**config.mk**
```make
export PLATFORM = sky130hd
export DESIGN_NAME = axi_lite_arbiter_2x1
export DESIGN_NICKNAME = d
export VERILOG_FILES = /design/src/rtl/axi_lite_arb_pkg.sv /design/src/rtl/axi_lite_arbiter_2x1_rr.sv /design/src/rtl/axi_lite_arbiter_2x1.sv
export SDC_FILE = /design/constraint.sdc
export NUM_CORES = 1
export LEC_CHECK = 0
export ABC_AREA = 1
export CORE_AREA = 2 2 139 141
export CTS_CLUSTER_DIAMETER = 100
export DETAILED_ROUTE_END_ITERATION = 10
export DIE_AREA = 0 0 141 143
export SKIP_CTS_REPAIR_TIMING = 1
export SLEW_MARGIN = 20
export SYNTH_ARGS = -nofsm -noshare
export SYNTH_HDL_FRONTEND = slang
export SYNTH_SLANG_ARGS = --single-unit
```
**constraint.sdc**
```tcl
create_clock -name clk -period 1.39 [get_ports clk]
set_input_delay 0.278 -clock clk [delete_from_list [all_inputs] [get_ports clk]]
set_output_delay 0.278 -clock clk [all_outputs]
set_load 0.03 [all_outputs]
```
**src/rtl/axi_lite_arb_pkg.sv**
```systemverilog
// Shared types for the 2x1 AXI-Lite arbiter.
//   arb_state_t  : transaction FSM states
//   grant_t      : one-hot owner vector (bit 0 = instruction port, bit 1 = data port)
//   onehot_port  : maps a port index to its one-hot grant vector
package axi_lite_arb_pkg;

    typedef enum logic [2:0] {
        ST_IDLE    = 3'd0,
        ST_RD_ADDR = 3'd1,
        ST_RD_DATA = 3'd2,
        ST_WR_XFER = 3'd3,
        ST_WR_RESP = 3'd4
    } arb_state_t;

    localparam int PORT_INS  = 0;
    localparam int PORT_DATA = 1;

    typedef logic [1:0] grant_t;

    localparam grant_t GRANT_NONE = 2'b00;

    function automatic grant_t onehot_port(input logic idx);
        return idx ? 2'b10 : 2'b01;
    endfunction

endpackage

```
**src/rtl/axi_lite_arbiter_2x1_rr.sv**
```systemverilog
// Two-requester round-robin picker.
//   clk, rst_n : clock and asynchronous active-low reset
//   req_i      : request vector, bit i = port i
//   advance_i  : commit the current pick and move the pointer
//   gnt_o      : one-hot pick for the current request vector (0 when no request)
// The pointer holds the index of the last winner; it resets to port 1 so that
// port 0 takes the first contested arbitration.
module rr_arbiter_2
    import axi_lite_arb_pkg::*;
(
    input  logic       clk,
    input  logic       rst_n,
    input  logic [1:0] req_i,
    input  logic       advance_i,
    output grant_t     gnt_o
);

    logic last_q;
    logic last_d;

    // Pick: a lone requester wins, on contention the port after the last winner wins.
    always_comb begin
        gnt_o = GRANT_NONE;
        case (req_i)
            2'b01:   gnt_o = onehot_port(1'b0);
            2'b10:   gnt_o = onehot_port(1'b1);
            2'b11:   gnt_o = onehot_port(~last_q);
            default: gnt_o = GRANT_NONE;
        endcase
    end

    // Next pointer: remember the winner only when the pick is committed.
    always_comb begin
        last_d = last_q;
        if (advance_i && (req_i != 2'b00)) begin
            last_d = gnt_o[PORT_DATA];
        end else begin
            last_d = last_q;
        end
    end

    // Pointer register.
    always_ff @(posedge clk or negedge rst_n) begin
        if (!rst_n) begin
            last_q <= 1'b1;
        end else begin
            last_q <= last_d;
        end
    end

endmodule

```
**src/rtl/axi_lite_arbiter_2x1.sv**
```systemverilog
// Shares one AXI-Lite slave between two AXI-Lite masters, one transaction at a time.
//   clk, rst_n : clock and asynchronous active-low reset
//   s0_*       : requester 0 (instruction fetch), slave side
//   s1_*       : requester 1 (data load/store), slave side
//   m_*        : shared downstream slave, master side
//   grant_o    : one-hot owner of the current transaction, 0 when idle
//   busy_o     : high whenever a transaction is in progress
// Grant and state are registered; channels are forwarded combinationally to
// and from the owner, everything else is masked to zero.
module axi_lite_arbiter_2x1
    import axi_lite_arb_pkg::*;
#(
    parameter int DATA_WIDTH = 32,
    parameter int ADDR_WIDTH = 14
) (
    input  logic                    clk,
    input  logic                    rst_n,
    input  logic [ADDR_WIDTH-1:0]   s0_awaddr_i,
    input  logic [2:0]              s0_awprot_i,
    input  logic                    s0_awvalid_i,
    output logic                    s0_awready_o,
    input  logic [DATA_WIDTH-1:0]   s0_wdata_i,
    input  logic [DATA_WIDTH/8-1:0] s0_wstrb_i,
    input  logic                    s0_wvalid_i,
    output logic                    s0_wready_o,
    output logic [1:0]              s0_bresp_o,
    output logic                    s0_bvalid_o,
    input  logic                    s0_bready_i,
    input  logic [ADDR_WIDTH-1:0]   s0_araddr_i,
    input  logic [2:0]              s0_arprot_i,
    input  logic                    s0_arvalid_i,
    output logic                    s0_arready_o,
    output logic [DATA_WIDTH-1:0]   s0_rdata_o,
    output logic [1:0]              s0_rresp_o,
    output logic                    s0_rvalid_o,
    input  logic                    s0_rready_i,
    input  logic [ADDR_WIDTH-1:0]   s1_awaddr_i,
    input  logic [2:0]              s1_awprot_i,
    input  logic                    s1_awvalid_i,
    output logic                    s1_awready_o,
    input  logic [DATA_WIDTH-1:0]   s1_wdata_i,
    input  logic [DATA_WIDTH/8-1:0] s1_wstrb_i,
    input  logic                    s1_wvalid_i,
    output logic                    s1_wready_o,
    output logic [1:0]              s1_bresp_o,
    output logic                    s1_bvalid_o,
    input  logic                    s1_bready_i,
    input  logic [ADDR_WIDTH-1:0]   s1_araddr_i,
    input  logic [2:0]              s1_arprot_i,
    input  logic                    s1_arvalid_i,
    output logic                    s1_arready_o,
    output logic [DATA_WIDTH-1:0]   s1_rdata_o,
    output logic [1:0]              s1_rresp_o,
    output logic                    s1_rvalid_o,
    input  logic                    s1_rready_i,
    output logic [ADDR_WIDTH-1:0]   m_awaddr_o,
    output logic [2:0]              m_awprot_o,
    output logic                    m_awvalid_o,
    input  logic                    m_awready_i,
    output logic [DATA_WIDTH-1:0]   m_wdata_o,
    output logic [DATA_WIDTH/8-1:0] m_wstrb_o,
    output logic                    m_wvalid_o,
    input  logic                    m_wready_i,
    input  logic [1:0]              m_bresp_i,
    input  logic                    m_bvalid_i,
    output logic                    m_bready_o,
    output logic [ADDR_WIDTH-1:0]   m_araddr_o,
    output logic [2:0]              m_arprot_o,
    output logic                    m_arvalid_o,
    input  logic                    m_arready_i,
    input  logic [DATA_WIDTH-1:0]   m_rdata_i,
    input  logic [1:0]              m_rresp_i,
    input  logic                    m_rvalid_i,
    output logic                    m_rready_o,
    output grant_t                  grant_o,
    output logic                    busy_o
);

    localparam int SW = DATA_WIDTH / 8;

    arb_state_t state_q;
    grant_t     grant_q;
    logic       busy_q;
    logic       aw_done_q;
    logic       w_done_q;

    logic [1:0] req_s;
    grant_t     pick_s;
    logic       advance_s;
    logic       win_wr_s;
    logic       g0_s;
    logic       g1_s;
    logic       in_rd_addr_s;
    logic       in_rd_data_s;
    logic       in_wr_xfer_s;
    logic       in_wr_resp_s;
    logic       aw_fin_s;
    logic       w_fin_s;

    // A write on a port takes precedence over a read only at the FSM branch;
    // either valid counts as a request for arbitration.
    assign req_s     = {s1_awvalid_i | s1_arvalid_i, s0_awvalid_i | s0_arvalid_i};
    assign advance_s = (state_q == ST_IDLE) && (req_s != 2'b00);
    assign win_wr_s  = (pick_s[PORT_INS] & s0_awvalid_i) | (pick_s[PORT_DATA] & s1_awvalid_i);

    rr_arbiter_2 u_rr (
        .clk       (clk),
        .rst_n     (rst_n),
        .req_i     (req_s),
        .advance_i (advance_s),
        .gnt_o     (pick_s)
    );

    assign g0_s         = grant_q[PORT_INS];
    assign g1_s         = grant_q[PORT_DATA];
    assign in_rd_addr_s = (state_q == ST_RD_ADDR);
    assign in_rd_data_s = (state_q == ST_RD_DATA);
    assign in_wr_xfer_s = (state_q == ST_WR_XFER);
    assign in_wr_resp_s = (state_q == ST_WR_RESP);

    // Downstream payloads: AND-OR mux on the one-hot grant, so idle drives zero.
    assign m_awaddr_o = ({ADDR_WIDTH{g0_s}} & s0_awaddr_i) | ({ADDR_WIDTH{g1_s}} & s1_awaddr_i);
    assign m_awprot_o = ({3{g0_s}} & s0_awprot_i) | ({3{g1_s}} & s1_awprot_i);
    assign m_wdata_o  = ({DATA_WIDTH{g0_s}} & s0_wdata_i) | ({DATA_WIDTH{g1_s}} & s1_wdata_i);
    assign m_wstrb_o  = ({SW{g0_s}} & s0_wstrb_i) | ({SW{g1_s}} & s1_wstrb_i);
    assign m_araddr_o = ({ADDR_WIDTH{g0_s}} & s0_araddr_i) | ({ADDR_WIDTH{g1_s}} & s1_araddr_i);
    assign m_arprot_o = ({3{g0_s}} & s0_arprot_i) | ({3{g1_s}} & s1_arprot_i);

    // A completed AW or W channel stops driving valid so the beat is never repeated.
    assign m_awvalid_o = in_wr_xfer_s & ~aw_done_q & ((g0_s & s0_awvalid_i) | (g1_s & s1_awvalid_i));
    assign m_wvalid_o  = in_wr_xfer_s & ~w_done_q  & ((g0_s & s0_wvalid_i)  | (g1_s & s1_wvalid_i));
    assign m_bready_o  = in_wr_resp_s & ((g0_s & s0_bready_i) | (g1_s & s1_bready_i));
    assign m_arvalid_o = in_rd_addr_s & ((g0_s & s0_arvalid_i) | (g1_s & s1_arvalid_i));
    assign m_rready_o  = in_rd_data_s & ((g0_s & s0_rready_i) | (g1_s & s1_rready_i));

    // Upstream: only the owner sees readies and responses.
    assign s0_awready_o = g0_s & in_wr_xfer_s & ~aw_done_q & m_awready_i;
    assign s0_wready_o  = g0_s & in_wr_xfer_s & ~w_done_q  & m_wready_i;
    assign s0_bvalid_o  = g0_s & in_wr_resp_s & m_bvalid_i;
    assign s0_bresp_o   = {2{g0_s & in_wr_resp_s}} & m_bresp_i;
    assign s0_arready_o = g0_s & in_rd_addr_s & m_arready_i;
    assign s0_rvalid_o  = g0_s & in_rd_data_s & m_rvalid_i;
    assign s0_rresp_o   = {2{g0_s & in_rd_data_s}} & m_rresp_i;
    assign s0_rdata_o   = {DATA_WIDTH{g0_s & in_rd_data_s}} & m_rdata_i;

    assign s1_awready_o = g1_s & in_wr_xfer_s & ~aw_done_q & m_awready_i;
    assign s1_wready_o  = g1_s & in_wr_xfer_s & ~w_done_q  & m_wready_i;
    assign s1_bvalid_o  = g1_s & in_wr_resp_s & m_bvalid_i;
    assign s1_bresp_o   = {2{g1_s & in_wr_resp_s}} & m_bresp_i;
    assign s1_arready_o = g1_s & in_rd_addr_s & m_arready_i;
    assign s1_rvalid_o  = g1_s & in_rd_data_s & m_rvalid_i;
    assign s1_rresp_o   = {2{g1_s & in_rd_data_s}} & m_rresp_i;
    assign s1_rdata_o   = {DATA_WIDTH{g1_s & in_rd_data_s}} & m_rdata_i;

    // A write channel counts as finished if it completed earlier or handshakes now.
    assign aw_fin_s = aw_done_q | (m_awvalid_o & m_awready_i);
    assign w_fin_s  = w_done_q  | (m_wvalid_o  & m_wready_i);

    assign grant_o = grant_q;
    assign busy_o  = busy_q;

    // Transaction FSM with registered grant and busy.
    always_ff @(posedge clk or negedge rst_n) begin
        if (!rst_n) begin
            state_q   <= ST_IDLE;
            grant_q   <= GRANT_NONE;
            busy_q    <= 1'b0;
            aw_done_q <= 1'b0;
            w_done_q  <= 1'b0;
        end else begin
            case (state_q)
                ST_IDLE: begin
                    if (req_s != 2'b00) begin
                        grant_q <= pick_s;
                        busy_q  <= 1'b1;
                        state_q <= win_wr_s ? ST_WR_XFER : ST_RD_ADDR;
                    end else begin
                        grant_q <= GRANT_NONE;
                        busy_q  <= 1'b0;
                    end
                end
                ST_RD_ADDR: begin
                    if (m_arvalid_o && m_arready_i) begin
                        state_q <= ST_RD_DATA;
                    end else begin
                        state_q <= ST_RD_ADDR;
                    end
                end
                ST_RD_DATA: begin
                    if (m_rvalid_i && m_rready_o) begin
                        state_q <= ST_IDLE;
                        grant_q <= GRANT_NONE;
                        busy_q  <= 1'b0;
                    end else begin
                        state_q <= ST_RD_DATA;
                    end
                end
                ST_WR_XFER: begin
                    if (aw_fin_s && w_fin_s) begin
                        state_q   <= ST_WR_RESP;
                        aw_done_q <= 1'b0;
                        w_done_q  <= 1'b0;
                    end else begin
                        aw_done_q <= aw_fin_s;
                        w_done_q  <= w_fin_s;
                    end
                end
                ST_WR_RESP: begin
                    if (m_bvalid_i && m_bready_o) begin
                        state_q <= ST_IDLE;
                        grant_q <= GRANT_NONE;
                        busy_q  <= 1'b0;
                    end else begin
                        state_q <= ST_WR_RESP;
                    end
                end
                default: begin
                    state_q   <= ST_IDLE;
                    grant_q   <= GRANT_NONE;
                    busy_q    <= 1'b0;
                    aw_done_q <= 1'b0;
                    w_done_q  <= 1'b0;
                end
            endcase
        end
    end

endmodule

```
==> results.md, run 1 <==
- The number of buffers added by the clock tree synthesis step is 3.
- For this configuration, the core starts out at a cell density of 10.3%.
- The count of buffers added on input and output ports is 352.
- In the final layout, the share of cells above drive strength 1 is 61.1%.
- The critical-path cell with the highest stage delay is sky130_fd_sc_hd__dfrtp_2.
- In this run the static leakage power is 3.76 nW.
- The worst hold path belongs to the class input pin to asynchronous set/reset pin.
- The hold violation total from the final report is 0.
- Dividing the detail-routed wire length by the instance count gives 17.6 um.
- For this design the top-level I/O count stands at 353.
- Across all setup checks in the final design, the least slack found is -0.475 ns.
- The number of standard cells in the layout, taps in and fillers out is 967.
- The number of global-route vias before repair was 3,327.
- The areal power density over the cells is 1500 nW/um^2.
- The count of pins over their slew limit was 0.
- Between clock sinks in the finished design, the worst skew comes to 0.000493 ns.
- Net switching is 47.1% of the power.
- The fmax is 0.536 GHz.
- For this run, the detailed router's first-pass iteration total came to 4.
- The combinational cell fraction of total power is 91.4%.
- The overall die height is 143 um.
- In the layout the commonest cells are 192 x sky130_fd_sc_hd__clkdlybuf4s50_1, 156 x sky130_fd_sc_hd__buf_6, 73 x sky130_fd_sc_hd__nor2_4, 57 x sky130_fd_sc_hd__a22o_4, 51 x sky130_fd_sc_hd__inv_1.
- The first global-routing pass estimated 19.5 mm of wire.
- The count of routing violations after the opening detailed-route iteration is 118.
- The post-detailed-routing wire length is 17.0 mm.
- The master cell of the clock root buffer is sky130_fd_sc_hd__clkbuf_16.
- The number of placement rows is 50.
- At the worst endpoint, the required time is 1.11 ns.
- After legalization and detailed placement, the total HPWL measured 12.2 mm.
- After synthesis the netlist holds a flip-flop and latch count of 9.
- The share of the Yosys chip area taken by registers is 11.8%.
- In this run the critical register-to-register path is captured at state_q[0].
- Setup violations remaining at the end of the flow were counted as 167.
- The count of nets left with antenna violations once routing finished came out at 0.
- The clock tree buffer depth is 2.
- The count of different cell masters after synthesis is 25.
- The total number of vias is 3,881.
- At the end of routability-driven placement, the weighted congestion stood at 0.760.
- The internal power of the cells totals 6.63 mW.
- For the worst flop-to-flop path, the logic depth is 10.
- The slew at the pin with the worst max-slew slack is 0.436 ns.
- The Yosys warning count is 0.
- The startpoint of the lowest-slack register-to-register path is state_q[0].
- For this run, design rule violations remaining after detail routing come to 0.
- The synthesized area is 1920 um^2.
- The share of the clock period used by the worst path after layout is 134%.
- The worst setup path category is flop to primary output.
- STA puts the critical path data arrival time at 1.59 ns.
- The global-route usage over all layers is 12.3%.
- The launching element type of the critical path is a flop.
- Across the VDD grid, the largest voltage drop is 0.700 mV.
- The source-to-sink clock delay at the later pin of the worst-skew pair is 0.23 ns.
- The growth of design area from synthesis to finish is 335%.
- The number of antenna diodes is 0.
- The number of maximum-capacitance constraint violations is 0.
- The critical path goes through nor3_4 -> nand2_4 -> buf_4 -> nor2_4 -> buf_4.
- The area of the die is 20,200 um^2.
- In this run the power spent charging and discharging nets is 5.89 mW.
- STA classifies the critical path endpoint as a primary output.
- The family with the most delay on the worst path is simple AND/OR/NAND/NOR gates.
- Counting every sink on the clock net gives 9.
- In this run the tightest slew margin relative to its limit is 70.9%.
- The total grt overflow is 0.
- The number of antenna violations at the first check in global routing is 1.
- In this design, the stage delay of the slowest critical-path cell is 0.43 ns.
- In this run the worst path has a maximum fanout of 5.
- The run finished, with violations left.
- The via-per-instance ratio is 4.01.
- The layout has 1,726 filler cells.
- Subtracting the final worst setup slack from the clock period gives 1.86 ns.
- The final reports fail on negative setup slack.
- The floorplan die width is 141 um.
- Setup repair after global routing could not meet its margin everywhere.
- The library cell used most frequently in the layout, excluding fill and tap cells, is sky130_fd_sc_hd__clkdlybuf4s50_1.
- Per report_power, the clock group accounts for 4.0% of the total.
- When the netlist entered floorplanning its net count stood at 517.
- The most common cell type on the critical path is sky130_fd_sc_hd__buf_4.
- CTS built an H-tree with a depth of 1.
- At the placement stage, the worst setup path has a slack of -0.229 ns.
- Registers are responsible for 4.6% of the overall power.
- For flop-to-flop paths, the worst setup slack is -0.17 ns.
- The placed instance count is 924.
- The final-stage net count is 927.
- Counting buffers and inverters, the worst setup path is 5 cells deep.
- Entering global routing, the biggest net connects 68 pins.
- The core region is 18,600 um^2.
- The critical path contains buffers and inverters numbering 2 combined.
- After clock tree synthesis, the clock-pin slew on the worst setup and hold paths is 0.04 ns.
- In the synthesized netlist, the number of instances is 324.
- After synthesis, the mean cell area works out to 5.93 um^2.
- TritonCTS built the clock tree.
how the worst max path moves through the flow:
| stage | startpoint | slack (ns) | end |
|---|---|---|---|
| after floorplan | state_q[0] | -0.14 | s1_rdata_o[11] |
| after global placement | state_q[0] | -0.24 | s0_rdata_o[15] |
| after detailed placement | state_q[0] | -0.23 | s0_rdata_o[15] |
| after CTS | state_q[1] | -0.48 | s0_rdata_o[15] |
| after global routing | state_q[0] | -0.53 | s0_rdata_o[11] |
| final | state_q[2] | -0.47 | s0_rdata_o[11] |
cell type report:
class	count	area, um^2	area share [%]
sequential	9	236	2.83
tap	234	293	3.50
multi-input combinational	237	2700	32.3
inverter	54	208	2.48
clock buffer	4	78.8	0.943
timing repair buffer	429	4840	58.0
stage by stage:
step / setup TNS [ns] / utilization, % / power [mW] / cell area [um^2] / hold WS, ns
after floorplan: -14.38 / - / 5.74 / 3020 / -0.0176
after global placement: -25.68 / 35.8 / 8.81 / 6650 / 0.454
after detailed placement: -24.46 / 35.8 / 8.80 / 6650 / 0.459
after CTS: -63.16 / 36.2 / 9.33 / 6730 / 0.379
after global routing: -72.07 / 45.0 / 13.1 / 8360 / 0.399
final: -65.15 / 45.0 / 12.5 / 8360 / 0.358
cell usage after synthesis:
cell type / count / area [um^2]
sky130_fd_sc_hd__nor2_8: 1 / 20.0
sky130_fd_sc_hd__nor3_4: 1 / 16.3
sky130_fd_sc_hd__buf_6: 6 / 67.6
sky130_fd_sc_hd__nand2_2: 3 / 18.8
sky130_fd_sc_hd__dfrtp_1: 8 / 200
sky130_fd_sc_hd__nor2_4: 1 / 11.3
sky130_fd_sc_hd__nand3_2: 2 / 20.0
sky130_fd_sc_hd__o21ai_0: 1 / 5.00
sky130_fd_sc_hd__or2_2: 1 / 6.26
sky130_fd_sc_hd__dfstp_2: 1 / 26.3
sky130_fd_sc_hd__inv_2: 1 / 3.75
sky130_fd_sc_hd__nor2_1: 85 / 319
sky130_fd_sc_hd__nand3_1: 7 / 35.0
sky130_fd_sc_hd__nor3_1: 4 / 20.0
sky130_fd_sc_hd__nand3b_1: 1 / 7.51
sky130_fd_sc_hd__o21ai_1: 2 / 10.0
sky130_fd_sc_hd__a21boi_1: 1 / 7.51
sky130_fd_sc_hd__nand2_1: 51 / 191
sky130_fd_sc_hd__inv_1: 53 / 199
sky130_fd_sc_hd__o21a_1: 1 / 7.51
sky130_fd_sc_hd__and2_1: 2 / 12.5
sky130_fd_sc_hd__clkbuf_1: 2 / 7.51
sky130_fd_sc_hd__buf_2: 16 / 80.1
sky130_fd_sc_hd__a21oi_1: 3 / 15.0
sky130_fd_sc_hd__a22o_1: 70 / 613
power groups by stage:
stage / Clock (mW) / Combinational (mW) / Sequential (mW)
floorplan: 0 / 5.17 / 0.575
global placement: 0 / 8.20 / 0.614
detailed placement: 0 / 8.19 / 0.608
CTS: 0.509 / 8.22 / 0.605
global route: 0.526 / 12.0 / 0.593
finish: 0.504 / 11.4 / 0.578
per-layer routing:
layer / global-route usage, % / vias up / wire (um)
li1: - / 1895 / -
met1: 16.2 / 1807 / 6730
met2: 21.3 / 160 / 8870
met3: 2.85 / 17 / 1160
met4: 1.37 / 2 / 199
met5: 0 / - / 13
cells by family after synthesis:
group	count (synthesis)	synth area share (%)
AOI/OAI and AO/OA	78	34.3
and+or+nand+nor	159	35.3
buffers and inverters	78	18.6
DFF	9	11.8
state kept, by name, indices dropped and copies added (netlist names):
register	cells
aw_done_q	1
busy_o	1
grant_o	2
state_q	3
u_rr.last_q	1
w_done_q	1
No activity file was read; power rests on OpenSTA's default activity.
==> inputs of run 2 (changes only) <==
--- a/config.mk
+++ b/config.mk
@@ -10,6 +10,7 @@
 export CTS_CLUSTER_DIAMETER = 100
 export DETAILED_ROUTE_END_ITERATION = 10
 export DIE_AREA = 0 0 141 143
+export MAX_ROUTING_LAYER = met4
 export SKIP_CTS_REPAIR_TIMING = 1
 export SLEW_MARGIN = 20
 export SYNTH_ARGS = -nofsm -noshare
==> results.md, run 2 (synthesis results as in run 1) <==
- The number of nets with antenna violations after routing is 0 (unchanged).
- The startpoint of the lowest-slack register-to-register path is state_q[0] (unchanged).
- The number of maximum-capacitance constraint violations is 0 (unchanged).
- The number of placement rows is 50 (unchanged).
- The setup TNS is -65.85 ns (was -65.15 ns).
- The estimated wirelength of the detail-placed design came to 12.2 mm (unchanged).
- The number of input and output port buffers inserted was 352 (unchanged).
- The post-detailed-routing wire length is 16.9 mm (was 17.0 mm).
- The growth of design area from synthesis to finish is 336% (was 335%).
- The classification of the worst-slack hold path is input pin to asynchronous set/reset pin (unchanged).
- The final-stage net count is 927 (unchanged).
- The launching element type of the critical path is a flop (unchanged).
- The clock transition at the registers of the reported paths is 0.04 ns (about the same).
- The source-to-sink clock delay at the later pin of the worst-skew pair is 0.23 ns (about the same).
- The global-route usage over all layers is 12.7% (was 12.3%).
- The worst-case clock skew came to 0.000429 ns (was 0.000493 ns).
- The maximum net fanout on the critical path is 5 (unchanged).
- RSZ-0062 raised after global routing: true (unchanged).
- The most flop-heavy register was state_q (unchanged).
- The I/O pin count was 353 (unchanged).
- The count of routing violations after the opening detailed-route iteration is 99 (was 118).
- Most frequent cells in the layout: 192 x sky130_fd_sc_hd__clkdlybuf4s50_1, 160 x sky130_fd_sc_hd__buf_6, 73 x sky130_fd_sc_hd__nor2_4, 56 x sky130_fd_sc_hd__a22o_4, 50 x sky130_fd_sc_hd__inv_1 (was 192 x sky130_fd_sc_hd__clkdlybuf4s50_1, 156 x sky130_fd_sc_hd__buf_6, 73 x sky130_fd_sc_hd__nor2_4, 57 x sky130_fd_sc_hd__a22o_4, 51 x sky130_fd_sc_hd__inv_1).
- The placed instance count came to 924 (unchanged).
- The placer's final routability congestion estimate is 0.769 (was 0.760).
- The data arrival time at the worst-slack endpoint is 1.59 ns (about the same).
- The final hold slack came to 0.358 ns (about the same).
- The peak supply drop is 0.715 mV (was 0.700 mV).
- The area of the die is 20,200 um^2 (unchanged).
- The TritonCTS clock tree is yes (unchanged).
- The number of antenna violations at the first check in global routing was 1 (unchanged).
- The fmax came to 0.536 GHz (about the same).
- The total number of clock tree sinks is 9 (unchanged).
- The maximum number of pins on one net before global-route repair was 68 (unchanged).
- The critical path required time is 1.11 ns (about the same).
- The areal power density over the cells is 1500 nW/um^2 (about the same).
- The number of global-route vias before repair came to 3,335 (was 3,327).
- The most frequent standard cell in the layout excluding fill and tap cells is sky130_fd_sc_hd__clkdlybuf4s50_1 (unchanged).
- The global-route wire length before repair is 19.5 mm (about the same).
- The post-route DRC violation count was 0 (unchanged).
- The total grt overflow is 0 (unchanged).
- The final critical path time including I/O delays and setup was 1.87 ns (was 1.86 ns).
- The share of the clock period used by the worst path after layout is 134% (about the same).
- The layout cell share with drive strength beyond 1 is 60.7% (was 61.1%).
- The master cell of the clock root buffer is sky130_fd_sc_hd__clkbuf_16 (unchanged).
- The logic depth of the worst register-to-register path came to 10 (unchanged).
- The final worst setup slack is -0.476 ns (was -0.475 ns).
- The routed wire length per instance was 17.4 um (was 17.6 um).
- The overall die height came to 143 um (unchanged).
- The floorplan die width was 141 um (unchanged).
- The number of iterations in the first detailed-routing pass is 4 (unchanged).
- The endpoint type of the worst setup path is a primary output (unchanged).
- The total number of vias came to 3,859 (was 3,881).
- The clock tree buffer depth is 2 (unchanged).
- The number of standard cells in the layout, taps in and fillers out was 968 (was 967).
- The count of H-tree levels built during CTS is 1 (unchanged).
- The number of flip-flops under the largest register name is 3 (unchanged).
- The headroom to the max-slew limit came to 70.8% (was 70.9%).
- The count of pins over their slew limit was 0 (unchanged).
- The hold violation total from the final report is 0 (unchanged).
- The slew at the pin with the worst max-slew slack is 0.436 ns (about the same).
- The final-report setup violation count was 167 (unchanged).
- The number of buffers added by the clock tree synthesis step is 3 (unchanged).
- The number of fill cells is 1,723 (was 1,726).
- The timing startpoint of the critical path is state_q[0] (was state_q[2]).
- The area of the core is 18,600 um^2 (unchanged).
- The worst setup path category is flop to primary output (unchanged).
- Run status: finished with violations (unchanged).
- The via-per-instance ratio was 3.99 (was 4.01).
- Violated checks: negative setup slack (unchanged).
- The initial core utilization is 10.3% (unchanged).
- The leakage power of the design came to 3.76 nW (about the same).
==> run 2: changes by cell type in the layout (fill, tap and decap cells not counted), moves of 2 or more <==
cell	before	now
sky130_fd_sc_hd__nor2_2	11	9
sky130_fd_sc_hd__buf_8	9	7
sky130_fd_sc_hd__o21ai_1	0	2
sky130_fd_sc_hd__buf_6	156	160
sky130_fd_sc_hd__buf_4	38	35
sky130_fd_sc_hd__nor2_1	2	4
sky130_fd_sc_hd__o21ai_2	3	1
==> run 2: metal layers <==
metal	vias up	track usage, %	wire length, um
met4	0	1.37	109
met1	1805	16.2	6820
met5	-	-	0
met2	153	21.3	8910
li1	1893	-	-
met3	8	2.72	1020
==> run 2: critical path: stages (launching register included) <==
cell	delay, ns
sky130_fd_sc_hd__dfrtp_2	0.42
sky130_fd_sc_hd__buf_4	0.13
sky130_fd_sc_hd__buf_6	0.10
sky130_fd_sc_hd__nand2_8	0.05
sky130_fd_sc_hd__nor2_8	0.20
sky130_fd_sc_hd__nand2_4	0.10
sky130_fd_sc_hd__nor3_4	0.19
sky130_fd_sc_hd__buf_6	0.16
==> run 2: worst paths after layout <==
kind                            slack, ns           end
worst max register to register      -0.18    state_q[1]
worst max-delay path                -0.48  s0_awready_o
min in group clk                     0.46   u_rr.last_q
worst min register to register       0.46   u_rr.last_q
max in group asynchronous            0.69    grant_o[1]
worst min-delay path                 0.36     aw_done_q
==> run 2: final cells by class <==
| class | count | area, um^2 | area share, % |
|---|---|---|---|
| antenna | 1 | 2.50 | 0.0299 |
| clock buffer | 4 | 78.8 | 0.942 |
| inverter | 54 | 208 | 2.48 |
| multi-input combinational | 237 | 2690 | 32.1 |
| sequential | 9 | 236 | 2.83 |
| tap | 234 | 293 | 3.50 |
| timing repair buffer | 429 | 4860 | 58.1 |
==> run 2: through the flow <==
step                      utilization, %  worst slack (ns)  instance area [um^2]  total power, mW
after global placement              35.8            -0.238                  6650             8.81
after CTS                           36.2            -0.480                  6730             9.33
after global routing                45.1            -0.550                  8370             13.1
after detailed placement            35.8            -0.229                  6650             8.80
final                               45.1            -0.476                  8370             12.6
after floorplan                        -            -0.138                  3020             5.74
==> run 2: where the power goes <==
group	total [mW]	switching (mW)	internal, mW
combinational	11.5	5.60	5.88
sequential	0.582	0.182	0.400
clock	0.502	0.120	0.383
total	12.6	5.90	6.67
